[src/rtl/dsconv_block_scheduler.sv]
// dsconv_block_scheduler: walks one conv block frame channel by channel
// into the 7x7 window line buffer with lead pixel, stall skid and window check.
module dsconv_block_scheduler #(
   parameter int H      = 70,
   parameter int W      = 186,
   parameter int K      = 7,
   parameter int C      = 16,
   parameter int PIX_W  = 18,
   parameter int ADDR_W = 18,
   parameter int CH_W   = (C > 1) ? $clog2(C) : 1
) (
   input  logic                    clk,
   input  logic                    rst,
   input  logic                    frame_start,
   input  logic                    stall,
   output logic                    mem_rd_en,
   output logic [ADDR_W-1:0]       mem_addr,
   input  logic signed [PIX_W-1:0] mem_rd_data,
   output logic                    lb_rst,
   output logic                    lb_start,
   output logic signed [PIX_W-1:0] lb_pixel,
   input  logic                    lb_ready,
   output logic [CH_W-1:0]         ch_idx,
   output logic [15:0]             win_count,
   output logic                    busy,
   output logic                    done,
   output logic                    err
);

   localparam int NPIX  = H * W;
   localparam int NWIN  = (H - K + 1) * (W - K + 1);
   localparam int CNT_W = $clog2(NPIX + 1);

   localparam logic [CNT_W-1:0]  NPIX_C  = CNT_W'(NPIX);
   localparam logic [CNT_W-1:0]  ONE_C   = CNT_W'(1);
   localparam logic [15:0]       NWIN_C  = 16'(NWIN);
   localparam logic [CH_W-1:0]   CH_LAST = CH_W'(C - 1);
   localparam logic [ADDR_W-1:0] ADDR_1  = ADDR_W'(1);

   typedef enum logic [2:0] {
      IDLE,
      CLR,
      LEAD,
      FEED,
      DRAIN,
      DONE
   } state_t;

   state_t state;

   // reads still to issue and pixels still to present in this channel
   logic [CNT_W-1:0] rd_left;
   logic [CNT_W-1:0] px_left;

   // rd_v: memory data is on mem_rd_data this cycle
   logic rd_v;
   logic skid_v;
   logic signed [PIX_W-1:0] skid;

   // line buffer shifted last cycle, so lb_ready now reflects a new window
   logic prev_start;

   logic        has_pix;
   logic        win_inc;
   logic        counting;
   logic [15:0] wc_nxt;

   // line buffer is cleared whenever no channel is being streamed
   assign lb_rst = (state == IDLE) | (state == CLR) | (state == DONE);

   // read strobe, shift enable and pixel mux follow stall without delay
   always_comb begin
      has_pix   = skid_v | rd_v;
      mem_rd_en = 1'b0;
      lb_start  = 1'b0;
      lb_pixel  = '0;
      unique case (state)
         LEAD: begin
            mem_rd_en = ~stall;
            lb_start  = ~stall;
         end
         FEED: begin
            mem_rd_en = ~stall & ~(skid_v & rd_v)
                      & (rd_left != '0);
            lb_start  = has_pix & ~stall;
            if (lb_start) begin
               lb_pixel = skid_v ? skid : mem_rd_data;
            end
         end
         default: begin
            mem_rd_en = 1'b0;
         end
      endcase
   end

   // a window counts once, in the cycle after the shift that produced it
   always_comb begin
      counting = (state == LEAD) | (state == FEED)
               | (state == DRAIN);
      win_inc  = counting & prev_start & lb_ready;
      wc_nxt   = win_count;
      if (win_inc && (win_count != 16'hFFFF)) begin
         wc_nxt = win_count + 16'd1;
      end
   end

   // frame and channel sequencing with registered status outputs
   always_ff @(posedge clk or negedge rst) begin
      if (!rst) begin
         state     <= IDLE;
         mem_addr  <= '0;
         ch_idx    <= '0;
         win_count <= '0;
         busy      <= 1'b0;
         done      <= 1'b0;
         err       <= 1'b0;
         rd_left   <= '0;
         px_left   <= '0;
      end else begin
         done <= 1'b0;
         unique case (state)
            IDLE: begin
               if (frame_start) begin
                  state    <= CLR;
                  busy     <= 1'b1;
                  ch_idx   <= '0;
                  mem_addr <= '0;
                  err      <= 1'b0;
               end
            end
            CLR: begin
               win_count <= '0;
               state     <= LEAD;
            end
            LEAD: begin
               win_count <= wc_nxt;
               if (!stall) begin
                  mem_addr <= mem_addr + ADDR_1;
                  rd_left  <= NPIX_C - ONE_C;
                  px_left  <= NPIX_C;
                  state    <= FEED;
               end
            end
            FEED: begin
               win_count <= wc_nxt;
               if (mem_rd_en) begin
                  mem_addr <= mem_addr + ADDR_1;
                  rd_left  <= rd_left - ONE_C;
               end
               if (lb_start) begin
                  px_left <= px_left - ONE_C;
                  if (px_left == ONE_C) begin
                     state <= DRAIN;
                  end
               end
            end
            DRAIN: begin
               win_count <= wc_nxt;
               err       <= err | (wc_nxt != NWIN_C);
               if (ch_idx == CH_LAST) begin
                  state <= DONE;
                  busy  <= 1'b0;
                  done  <= 1'b1;
               end else begin
                  ch_idx <= ch_idx + CH_W'(1);
                  state  <= CLR;
               end
            end
            DONE: begin
               state <= IDLE;
            end
            default: begin
               state <= IDLE;
            end
         endcase
      end
   end

   // read-return flag, one-entry skid and last-cycle shift flag
   always_ff @(posedge clk or negedge rst) begin
      if (!rst) begin
         rd_v       <= 1'b0;
         skid_v     <= 1'b0;
         skid       <= '0;
         prev_start <= 1'b0;
      end else begin
         rd_v       <= mem_rd_en;
         prev_start <= lb_start;
         if (rd_v & (stall | skid_v)) begin
            skid   <= mem_rd_data;
            skid_v <= 1'b1;
         end else if (lb_start) begin
            skid_v <= 1'b0;
         end
      end
   end

endmodule

[config.mk]
export PLATFORM = sky130hd
export DESIGN_NAME = dsconv_block_scheduler
export DESIGN_NICKNAME = d
export VERILOG_FILES = /design/src/rtl/dsconv_block_scheduler.sv
export SDC_FILE = /design/constraint.sdc
export NUM_CORES = 1
export LEC_CHECK = 0
export CORE_MARGIN = 3
export CORE_UTILIZATION = 49
export DETAILED_ROUTE_END_ITERATION = 16
export GPL_ROUTABILITY_DRIVEN = 0
export PLACE_DENSITY = 0.77
export SLEW_MARGIN = 20
export SYNTH_ARGS = -nofsm -noshare
export SYNTH_HDL_FRONTEND = slang
export SYNTH_SLANG_ARGS = --single-unit
[constraint.sdc]
create_clock -name clk -period 2.7 [get_ports clk]
set_input_delay 0.54 -clock clk [delete_from_list [all_inputs] [get_ports clk]]
set_output_delay 0.54 -clock clk [all_outputs]
set_load 0.005 [all_outputs]
* Yosys cells after proc, flatten, opt, wreduce, memory -nomap -nowiden
Index checks and enable logic that the tools add are counted.
** Operators by class
- Add/sub/neg operators :: 5
- $mul :: 0
- Div/mod/pow operators :: 0
- Magnitude comparators :: 0
- Equality and inequality tests :: 16
- Shifts and indexed selects :: 0
- Mux-type cells :: 35
- Bitwise gates (word level) :: 16
- Reduce and logical (&&, ||, !) cells :: 16
** Operators with widths (count)
- $mux W18 :: 6
- $mux W14 :: 4
- $pmux W14 S2 :: 2
- $pmux W18 S3 :: 1
- $pmux W16 S2 :: 1
- $sub A14 B1 Y14 const B :: 2
- $add A18 B1 Y18 const B :: 1
- $add A16 B1 Y16 const B :: 1
- $mux W16 :: 1
- $ne A16 B14 Y1 const B :: 1
- $ne A16 B16 Y1 const B :: 1
- $mux W3 :: 5
- $pmux W3 S5 :: 1
- $eq A14 B1 Y1 const B :: 1
- $reduce_bool A14 Y1 :: 1
- $reduce_and A3 Y1 :: 4
- $ne A2 B2 Y1 const B :: 5
- $mux W4 :: 2
- $pmux W1 S2 :: 4
- $pmux W4 S2 :: 1
- $reduce_and A4 Y1 :: 2
- $reduce_bool A2 Y1 :: 4
- $and A1 B1 Y1 :: 7
- $mux W1 :: 7
- other kinds (13) :: 23
** Word-level totals
- Register bits after elaboration :: 93
- Latch bits :: 0
- Bits in writable memories :: 0
- Memory bits (read-only) :: 0
- Input bits :: 23
- Output and inout port bits :: 62
- Memories kept :: 0

* Logic depth before layout (Yosys ltp)
- Word-level depth :: 10
- Gate-level depth with buffers :: 11

* Least setup slack after synthesis
No wires, ideal clock.
- Kind :: reg-to-output
- Start point :: register rd_left[0]
- End point :: output port mem_rd_en
- Data arrival time :: 2.175 ns
- Path slack :: -0.015 ns
- Cell stages (with the launch flop) :: 10
- Path buffers :: 2
- Path through :: dfrtp_1 inv_1 ha_1 or3b_4 or4_1 buf_2 o31a_4 nor2_4 inv_2 buf_6
** Between the ends
- Longest elaborated chain between the ends :: 3
** Ends and longest elaborated chain
- start: declaration :: line 52 : logic [CNT_W-1:0] rd_left;
- start signal: assignment :: line 139 : rd_left <= NPIX_C - ONE_C;
- start signal: assignment :: line 148 : rd_left <= rd_left - ONE_C;
- $reduce_bool A14 Y1 :: line 84 : & (rd_left != '0);
- $and A1 B1 Y1 :: line 84
- $pmux W1 S2 :: line 77 : unique case (state)
- end: declaration :: line 16 : output logic mem_rd_en,
Every way passes these cells.

* Worst setup path after layout
Ends and elaborated chain as after synthesis.

==> results.json <==
{
  "drive_gt1_frac": 0.190,
  "grt_pass1_vias": 4601,
  "netlist_area_sq_um": 5260,
  "setup_viol": 1,
  "dp_hpwl_mm": 9.21,
  "synth_compound_area_frac": 0.176,
  "grt_overflow": 0,
  "portBuffers": 84,
  "muxShareOfSynthArea": 0.0826,
  "io_pins": 85,
  "ant_nets": 0,
  "ctsHoldBuffers": 0,
  "clock_sinks": 93,
  "floorplan.initialDensity": 0.507,
  "first_pass_iters": 4,
  "fin_util": 0.655,
  "slew_headroom": 0.613,
  "drv_slew": 0,
  "totalWireLength_mm": 12.9,
  "ys.flop_type": "dfrtp_1",
  "finClkSkew_ps": 5.14,
  "drv_cap": 0,
  "yosys_warnings": 0,
  "clkTransAtPathRegs_ps": 90,
  "die_area_sq_um": 12000,
  "crit_path_end_kind": "primary output",
  "critPathRequiredTime_ps": 2160,
  "coreArea_sq_um": 10400,
  "cts_tree": "done",
  "hold_ws_ps": 164,
  "status": "complete, but fails checks",
  "grt_max_degree": 53,
  "rows": 37,
  "cts_root_buf": "clkbuf_8",
  "p_leak_uw": 0.00291,
  "synth_cells": 546,
  "antenna_found_initial": 0,
  "drc_errors": 0,
  "grt_util_all_layers": 0.226,
  "rr_startpoint": "rd_left[0]",
  "wl_per_cell_microns": 16.1,
  "vdd_drop_max_v": 0.000430,
  "fmax_ghz": 0.337,
  "min_path_type": "in -> async",
  "synth_cell_types": 75,
  "fillers": 841,
  "failed_checks": "setup timing",
  "total_power_uw": 4220,
  "yosys.area_share.xor_xnor": 0.0433,
  "final-hold-violation-count": 0,
  "clk_latency_ps": 360,
  "syn-num-nets": 575,
  "p_per_area_nw_per_um2": 622,
  "drt_iter0_markers": 324,
  "n_antenna_cell": 0,
  "die_h_microns": 110,
  "ys_async_sr_fraction": 1.00,
  "vias_per_cell": 5.82,
  "cp_max_fo": 2,
  "clk_path_buf_depth": 2,
  "cp-start-kind": "flop",
  "die_w_microns": 110,
  "startpoint": "rd_left[0]",
  "syn_to_final_growth_pct": 29.1,
  "synth_edf_count": 0,
  "setup_tns_ps": -264,
  "synthAdderAreaFrac": 0.0143,
  "worst_slack_ps": -264,
  "synth_top_family_by_area": "simple AND/OR/NAND/NOR gates",
  "fin_nets": 689,
  "numCtsBuffers": 9,
  "worst_pin_slew_ps": 566,
  "vias": 4654,
  "post-place-ws_ps": -222,
  "yosysSeqAreaShare": 0.443,
  "arrival_ps": 2420,
  "finalCriticalPeriod_ps": 2960,
  "rsz0062_at_grt": "true",
  "post-route-period-util": 1.10,
  "ys_seq_elements": 93,
  "synth.avg_cell_area_sq_um": 9.63,
  "grt_pass1_wl_mm": 21.8,
  "synth_simple_gate_area_frac": 0.200,
  "path_class": "reg -> out",
  "htree_levels": 3
}
where the power goes:
| part | leakage (uW) | internal [uW] | total, uW | switching (uW) |
|---|---|---|---|---|
| Sequential | 0.00113 | 1680 | 1970 | 292 |
| Clock | 0.000113 | 570 | 1060 | 486 |
| Combinational | 0.00167 | 668 | 1200 | 528 |
| Total | 0.00291 | 2920 | 4220 | 1310 |
layout by cell type (no fill, tap or decap), types with 15 or more instances in the layout:
cell type | synthesis | layout
buf_4 | 2 | 49
o21ai_0 | 38 | 38
a21oi_1 | 19 | 19
mux2_2 | 19 | 19
xnor2_1 | 15 | 15
nor2_1 | 51 | 51
nand2_1 | 51 | 51
clkdlybuf4s50_1 | 0 | 63
mux2i_1 | 22 | 22
nand3_1 | 22 | 22
dfrtp_1 | 93 | 93
timing repair:
action | in CTS | in global routing
resized for setup | 16 | 11
setup buffers | 1 | 0
endpoints found under the setup margin | 20 | 18
pin swaps | 2 | 2
cloned | 1 | 0
synth_stat cells, types with 3 or more instances:
library cell	count	area [sq um]
a21oi_1	19	95.1
o21a_1	4	30.0
nor4_1	5	31.3
ha_1	6	75.1
a41oi_1	4	35.0
xnor2_1	15	131
nor3_1	14	70.1
inv_1	12	45.0
clkbuf_1	18	67.6
mux2i_1	22	220
or4_1	5	37.5
and2_1	3	18.8
buf_2	9	45.0
o31ai_1	5	37.5
a31oi_1	7	43.8
or3_1	11	68.8
nand4_1	10	62.6
o221ai_1	10	87.6
nand3_1	22	110
or2_2	3	18.8
and3_1	5	31.3
o21ai_2	14	123
mux2_2	19	214
dfrtp_1	93	2330
nand2_1	51	191
nor2_1	51	191
xor2_1	11	96.3
o21ai_0	38	190
area by class of cell:
cell class                      instances  area (sq um)  share of cell area
Tap cell                              136           170              0.0251
Timing Repair Buffer                  136          1290               0.190
Multi-Input combinational cell        407          2730               0.402
Sequential cell                        93          2330               0.343
Inverter                               13          48.8             0.00718
Clock inverter                          3          68.8              0.0101
Clock buffer                           12           155              0.0228
through the flow:
stage                     cell area, sq um  std cells
after global placement                6500        783
after detailed placement              6500        783
after CTS                             6760        800
after floorplan                       5260        546
final                                 6790        800
after global routing                  6790        800
layer usage:
metal	vias to the layer above	GRT usage	routed length, microns	share of wire
li1	2213	-	-	-
met1	2288	0.303	5700	0.44
met2	139	0.367	6220	0.48
met3	14	0.0452	766	0.059
met4	0	0.0748	195	0.015
met5	-	0	0	0
state kept, by name, summed over array words and instances, names as in the netlist:
name	count
mem_addr	18
skid	18
win_count	16
px_left	14
rd_left	14
ch_idx	4
state	3
busy	1
done	1
err	1
prev_start	1
rd_v	1
skid_v	1
worst max-delay path, cell delays in order (launching register included):
cell and delay, ps:
dfrtp_1 380, inv_1 60, ha_1 150, or3b_4 380, or4_4 430, o31a_4 310
nor2_4 100, inv_2 50, clkdlybuf4s15_2 210
logic make-up (layout without fill, tap and decap cells):
logic type / count (synthesis) / in the layout
compound gates: 129 / 129
xor+xnor: 26 / 26
fa+ha+maj: 6 / 6
buf+inv: 46 / 164
flops: 93 / 93
mux: 41 / 41
simple gates: 205 / 205
path summary, 6_finish.rpt:
| path | end | slack [ps] | depth (start not counted) |
|---|---|---|---|
| hold reg to reg | skid[3] | 510 | 1 |
| setup / recovery | mem_rd_en | -260 | 8 |
| setup reg to reg | rd_left[13] | 130 | 10 |
| min in group clk | skid[3] | 510 | 1 |
| hold / removal | win_count[5] | 160 | 1 |
| max in group asynchronous | rd_left[13] | 1880 | 2 |
Note: power is estimated with default switching activity, not from simulation.
